$ cat src/rtl/vga_timing_pkg.sv
// vga_timing_pkg: 640x480@60Hz raster timing constants
// and a counter-width helper shared by the timing blocks.
package vga_timing_pkg;

    localparam int COUNT_W = 10;

    localparam int H_TOTAL     = 800;
    localparam int H_SYNC      = 96;
    localparam int H_VIS_START = 144;
    localparam int H_VIS_END   = 783;

    localparam int V_TOTAL     = 525;
    localparam int V_SYNC      = 2;
    localparam int V_VIS_START = 35;
    localparam int V_VIS_END   = 514;

    function automatic int cnt_w(input int n);
        return (n > 2) ? $clog2(n) : 1;
    endfunction

endpackage

$ cat src/rtl/vga_axis_counter.sv
// vga_axis_counter: modulo-N raster axis counter with a
// wrap strobe and sync/visible decode registered with the count.
module vga_axis_counter
    import vga_timing_pkg::*;
#(
    parameter int N         = H_TOTAL,
    parameter int SYNC      = H_SYNC,
    parameter int VIS_START = H_VIS_START,
    parameter int VIS_END   = H_VIS_END
) (
    input  logic               clk,
    input  logic               rst,
    input  logic               en,
    output logic [COUNT_W-1:0] count,
    output logic               last,
    output logic               wrap,
    output logic               sync,
    output logic               vis
);

    localparam logic [COUNT_W-1:0] LAST_C = COUNT_W'(N - 1);
    localparam logic [COUNT_W-1:0] SYNC_C = COUNT_W'(SYNC);
    localparam logic [COUNT_W-1:0] VS_C   = COUNT_W'(VIS_START);
    localparam logic [COUNT_W-1:0] VE_C   = COUNT_W'(VIS_END);

    logic [COUNT_W-1:0] nxt;

    // next position along the axis, wrapping at N-1
    always_comb begin
        nxt = (count == LAST_C) ? '0 : count + 1'b1;
    end

    assign wrap = en && last;

    // decode the value being loaded so flags line up with the count
    always_ff @(posedge clk or negedge rst) begin
        if (!rst) begin
            count <= '0;
            last  <= 1'b0;
            sync  <= 1'b0;
            vis   <= 1'b0;
        end else if (en) begin
            count <= nxt;
            last  <= (nxt == LAST_C);
            sync  <= (nxt >= SYNC_C);
            vis   <= (nxt >= VS_C) && (nxt <= VE_C);
        end
    end

endmodule

$ cat src/rtl/vga_timing_gen.sv
// vga_timing_gen: VGA raster timing, pixel strobe and game move tick.
// VGA_SYNC_PIPE_EN: hSync/vSync/bright delayed one pixel.
module vga_timing_gen
    import vga_timing_pkg::*;
#(
    parameter int CLK_DIV     = 4,
    parameter int H_TOTAL     = vga_timing_pkg::H_TOTAL,
    parameter int H_SYNC      = vga_timing_pkg::H_SYNC,
    parameter int H_VIS_START = vga_timing_pkg::H_VIS_START,
    parameter int H_VIS_END   = vga_timing_pkg::H_VIS_END,
    parameter int V_TOTAL     = vga_timing_pkg::V_TOTAL,
    parameter int V_SYNC      = vga_timing_pkg::V_SYNC,
    parameter int V_VIS_START = vga_timing_pkg::V_VIS_START,
    parameter int V_VIS_END   = vga_timing_pkg::V_VIS_END,
    parameter int MOVE_DIV    = 2
) (
    input  logic               clk,
    input  logic               rst,
    output logic [COUNT_W-1:0] hCount,
    output logic [COUNT_W-1:0] vCount,
    output logic               bright,
    output logic               hSync,
    output logic               vSync,
    output logic               pix_tick,
    output logic               frame_tick,
    output logic               move_tick
);

    localparam int DIV_W = cnt_w(CLK_DIV);
    localparam int FRM_W = cnt_w(MOVE_DIV);

    localparam logic [DIV_W-1:0] DIV_LAST = DIV_W'(CLK_DIV - 1);
    localparam logic [DIV_W-1:0] DIV_PRE  = DIV_W'(CLK_DIV - 2);
    localparam logic [FRM_W-1:0] FRM_LAST = FRM_W'(MOVE_DIV - 1);

    logic [DIV_W-1:0] div;
    logic [FRM_W-1:0] frm;
    logic             h_last, h_wrap, h_sync, h_vis;
    logic             v_last, v_wrap, v_sync, v_vis;
    logic             frame_pre;

    // board clock to pixel clock divider
    always_ff @(posedge clk or negedge rst) begin
        if (!rst) div <= '0;
        else      div <= (div == DIV_LAST) ? '0 : div + 1'b1;
    end

    assign pix_tick = (div == DIV_LAST);

    vga_axis_counter #(
        .N(H_TOTAL), .SYNC(H_SYNC),
        .VIS_START(H_VIS_START), .VIS_END(H_VIS_END)
    ) u_h (
        .clk(clk), .rst(rst), .en(pix_tick),
        .count(hCount), .last(h_last), .wrap(h_wrap),
        .sync(h_sync), .vis(h_vis)
    );

    vga_axis_counter #(
        .N(V_TOTAL), .SYNC(V_SYNC),
        .VIS_START(V_VIS_START), .VIS_END(V_VIS_END)
    ) u_v (
        .clk(clk), .rst(rst), .en(h_wrap),
        .count(vCount), .last(v_last), .wrap(v_wrap),
        .sync(v_sync), .vis(v_vis)
    );

    // one cycle ahead of the last-pixel strobe, so ticks are registered
    assign frame_pre = (div == DIV_PRE) && h_last && v_last;

    // frame and move pulses
    always_ff @(posedge clk or negedge rst) begin
        if (!rst) begin
            frame_tick <= 1'b0;
            move_tick  <= 1'b0;
        end else begin
            frame_tick <= frame_pre;
            move_tick  <= frame_pre && (frm == FRM_LAST);
        end
    end

    // frames since last move
    always_ff @(posedge clk or negedge rst) begin
        if (!rst)        frm <= '0;
        else if (v_wrap) frm <= (frm == FRM_LAST) ? '0 : frm + 1'b1;
    end

`ifdef VGA_SYNC_PIPE_EN
    // one-pixel delay to match a registered rgb downstream
    always_ff @(posedge clk or negedge rst) begin
        if (!rst) begin
            hSync  <= 1'b0;
            vSync  <= 1'b0;
            bright <= 1'b0;
        end else if (pix_tick) begin
            hSync  <= h_sync;
            vSync  <= v_sync;
            bright <= h_vis && v_vis;
        end
    end
`else
    assign hSync  = h_sync;
    assign vSync  = v_sync;
    assign bright = h_vis && v_vis;
`endif

endmodule
$ cat config.mk
export PLATFORM = sky130hd
export DESIGN_NAME = vga_timing_gen
export DESIGN_NICKNAME = d
export VERILOG_FILES = /design/src/rtl/vga_timing_pkg.sv /design/src/rtl/vga_axis_counter.sv /design/src/rtl/vga_timing_gen.sv
export SDC_FILE = /design/constraint.sdc
export NUM_CORES = 1
export LEC_CHECK = 0
export CAP_MARGIN = 20
export CORE_MARGIN = 1
export CORE_UTILIZATION = 50
export DETAILED_ROUTE_END_ITERATION = 10
export PLACE_DENSITY_LB_ADDON = 0.15
export SYNTH_ARGS = -nofsm -noshare
export SYNTH_HDL_FRONTEND = slang
export SYNTH_SLANG_ARGS = --single-unit
$ cat constraint.sdc
create_clock -name clk -period 5.81 [get_ports clk]
set_clock_uncertainty 0.15 [all_clocks]
set_input_delay 1.162 -clock clk [delete_from_list [all_inputs] [get_ports clk]]
set_output_delay 1.162 -clock clk [all_outputs]
set_load 0.005 [all_outputs]
==> results.toml <==
[worst_setup_path]
critical-path-max-stage-delay_ns = 0.67
worst_ep_arrival_time_ns = 1.95
worstSetupStartpointType = "flip-flop"
timing.critical_path.fanout_max = 23
timing.setup.critical_path_class = "reg -> out"
path_cells = "ha_1, clkdlybuf4s50_1"
cp-end-kind = "output port"
critical_path_s_slowest_cell = "sky130_fd_sc_hd__ha_1"
worstPathRequired_ns = 4.50

[sta]
final_min_period_over_clock_period_pct = 56.2
maxSlewViolCount = 0
highest_clock_rate_mhz = 306
rsz0062_at_grt = "false"
fin_tns_setup_ns = 0
max_slew.worst_pin.slew_ns = 0.766
max-slew-margin-rel_pct = 48.9
fin_crit_ns = 3.26
timing_hold_violations_final = 0
report.final.setup_viol = 0

[finish]
final_nets = 252
share_of_layout_cells_above_drive_strength_1_pct = 4.94
fillerInstances = 335
antenna-diode-count = 0
multiInputGateArea_mm2 = 0.00108
seq_area_um2 = 776
areaGrowthSynthToFinish_pct = 18.5

[clocking]
clock_transition_at_path_regs_ns = 0.06
clock_tree_from_tritoncts = "yes"
cts_hold_repair.buffers = 0
cts_made_buffers = 5
cts.repair.resized = 0
insertion_delay_ns = 0.29
postCtsSetupRepairBufs = 0
ctsRootBufferMaster = "sky130_fd_sc_hd__clkbuf_8"
clock_sink_count = 31
h-tree-depth = 2
clock_path_buffers = 2

[synthesis]
yosys_warnings = 0
syn-num-nets = 234
synth_top_cell_by_area = "sky130_fd_sc_hd__dfrtp_1"
post_synth.cell_area_avg_um2 = 8.74
yosys.cell_count.top_type = "sky130_fd_sc_hd__dfrtp_1"
yosysTopAreaCellShare_pct = 39.6
mappedNetlistArea_mm2 = 0.00196
yosys.cell_types.count = 49
yosys-top-cells-area = "sky130_fd_sc_hd__dfrtp_1 40%, sky130_fd_sc_hd__xnor2_1 5.8%, sky130_fd_sc_hd__nand2_1 5.6%"
synth-seq-cells = 31
synth.yosys.seq_area_share_pct = 39.6
syn-instance-count = 224
synth-edff-count = 0
postSynth.topFlopCell = "sky130_fd_sc_hd__dfrtp_1"
ys_async_sr_fraction_pct = 100
synth.top_cells.by_count = "31 x sky130_fd_sc_hd__dfrtp_1, 29 x sky130_fd_sc_hd__nand2_1, 15 x sky130_fd_sc_hd__o21ai_0"

[power_and_ir_drop]
irDropWorstVdd_mv = 0.110
p_leak_nw = 0.964
fin_total_pwr_mw = 0.409
power_density_mw_per_mm2 = 176

[routing]
totalWireLength_mm = 4.01
drt_first_pass_iters = 4
first_iter_violations = 76
detailroute.via_count = 1622
drcViolationCount = 0
route.detailed.wl_per_inst_um = 13.8
ant_nets = 0
routed_via_density = 5.57

[floorplan]
io_pins = 28
dieArea_mm2 = 0.00417
die-width_um = 64.6
core_area_mm2 = 0.00372
start_util_pct = 52.7
chipHeight_um = 64.6
num_rows = 22

[global_route]
grt_antenna_before_repair = 0
grt_max_degree = 32
global_route.overflow_total = 0
vias_in_the_first_global_route = 1405
global_route_wire_length_before_repair_mm = 6.64
groute.usage.overall_pct = 20.9

[min_path]
holdCritPathClass = "reg -> reg"

[place]
io_buffers = 27
post-dp-hpwl_mm = 2.74
gp_congestion = 0.843

[flow_run]
max-cap-violations = 0

[status]
status = "complete, no violations"
==> final cells by class <==
| cell class | count | share of cell area, % |
|---|---|---|
| Multi-Input combinational cell | 168 | 46.4 |
| Sequential cell | 31 | 33.4 |
| Timing Repair Buffer | 28 | 12.0 |
| Clock buffer | 8 | 4.32 |
| Tap cell | 48 | 2.59 |
| Inverter | 8 | 1.29 |
==> cells by family (layout without fill, tap and decap cells) <==
logic type / count (synthesis) / count (layout) / share of synthesized area (%)
XOR/XNOR: 15 / 15 / 6.71
multiplexers: 1 / 1 / 0.511
AND/OR/NAND/NOR: 95 / 95 / 25.4
buffers and inverters: 25 / 44 / 5.43
AO/OA/AOI/OAI: 49 / 49 / 17.2
adder cells (fa/ha/maj): 8 / 8 / 5.11
flip-flops: 31 / 31 / 39.6
==> state kept, by name (all words and copies together) (netlist names) <==
| register | flops |
|---|---|
| u_h.count | 10 |
| u_v.count | 10 |
| div | 2 |
| frame_tick | 1 |
| frm | 1 |
| move_tick | 1 |
| u_h.last | 1 |
| u_h.sync | 1 |
| u_h.vis | 1 |
| u_v.last | 1 |
| u_v.sync | 1 |
| u_v.vis | 1 |
==> metal layers <==
layer,track usage [%],wire [um],vias up,share of wire [%]
met5,0,0,-,0
met4,5.83,41,0,1.0
met3,5.81,176,4,4.4
met2,29.9,1650,39,41
met1,30.6,2140,753,53
li1,-,-,826,-
==> cells in the final DEF, fill, tap and decap left out, types with 3 or more instances in the layout <==
master,netlist,routed
sky130_fd_sc_hd__nor2b_1,5,5
sky130_fd_sc_hd__nand3_1,7,7
sky130_fd_sc_hd__and4_1,3,3
sky130_fd_sc_hd__inv_1,8,8
sky130_fd_sc_hd__and3_1,7,7
sky130_fd_sc_hd__a211oi_1,3,3
sky130_fd_sc_hd__xnor2_1,13,13
sky130_fd_sc_hd__nand4_1,5,5
sky130_fd_sc_hd__dfrtp_1,31,31
sky130_fd_sc_hd__ha_1,8,8
sky130_fd_sc_hd__o211ai_1,3,3
sky130_fd_sc_hd__clkdlybuf4s50_1,0,27
sky130_fd_sc_hd__nor3_1,8,8
sky130_fd_sc_hd__o21ai_0,15,15
sky130_fd_sc_hd__nand2b_1,5,5
sky130_fd_sc_hd__nor2_1,11,11
sky130_fd_sc_hd__nand2_1,29,29
sky130_fd_sc_hd__o31ai_1,3,3
sky130_fd_sc_hd__clkbuf_8,0,7
sky130_fd_sc_hd__and2_1,6,6
sky130_fd_sc_hd__a21oi_1,5,5
==> power by group <==
part,switching [mW],internal (mW)
Clock,0.0804,0.108
Combinational,0.00405,0.00103
Sequential,0,0.216
Total,0.0844,0.325
==> critical path: cells and delay by family (launching register included) <==
kind | cells | cell delay (ns)
buffers and inverters | 1 | 0.64
flip-flops | 1 | 0.37
adder cells (fa/ha/maj) | 1 | 0.67
==> worst paths after layout <==
kind	depth (start not counted)	startpoint	slack, ns	endpoint
max	2	div[0]	2.55	pix_tick
min	1	div[0]	0.31	div[0]
max reg2reg	5	div[0]	3.21	u_v.vis
min reg2reg	1	div[0]	0.31	div[0]
max in group asynchronous	2	rst	4.10	u_v.count[5]
min in group asynchronous	2	rst	1.12	u_h.count[5]
==> per-stage QoR <==
stage	util, %	instance area (um2)	instances	worst slack (ns)	hold slack [ns]
after global routing	62.4	2320	291	2.42	0.332
after global placement	59.7	2220	283	2.91	0.286
after floorplan	-	1960	224	3.68	0.274
after detailed placement	59.7	2220	283	2.86	0.298
final	62.4	2320	291	2.55	0.307
after CTS	62.4	2320	291	2.53	0.308
Note: power is estimated with default switching activity, not from simulation.
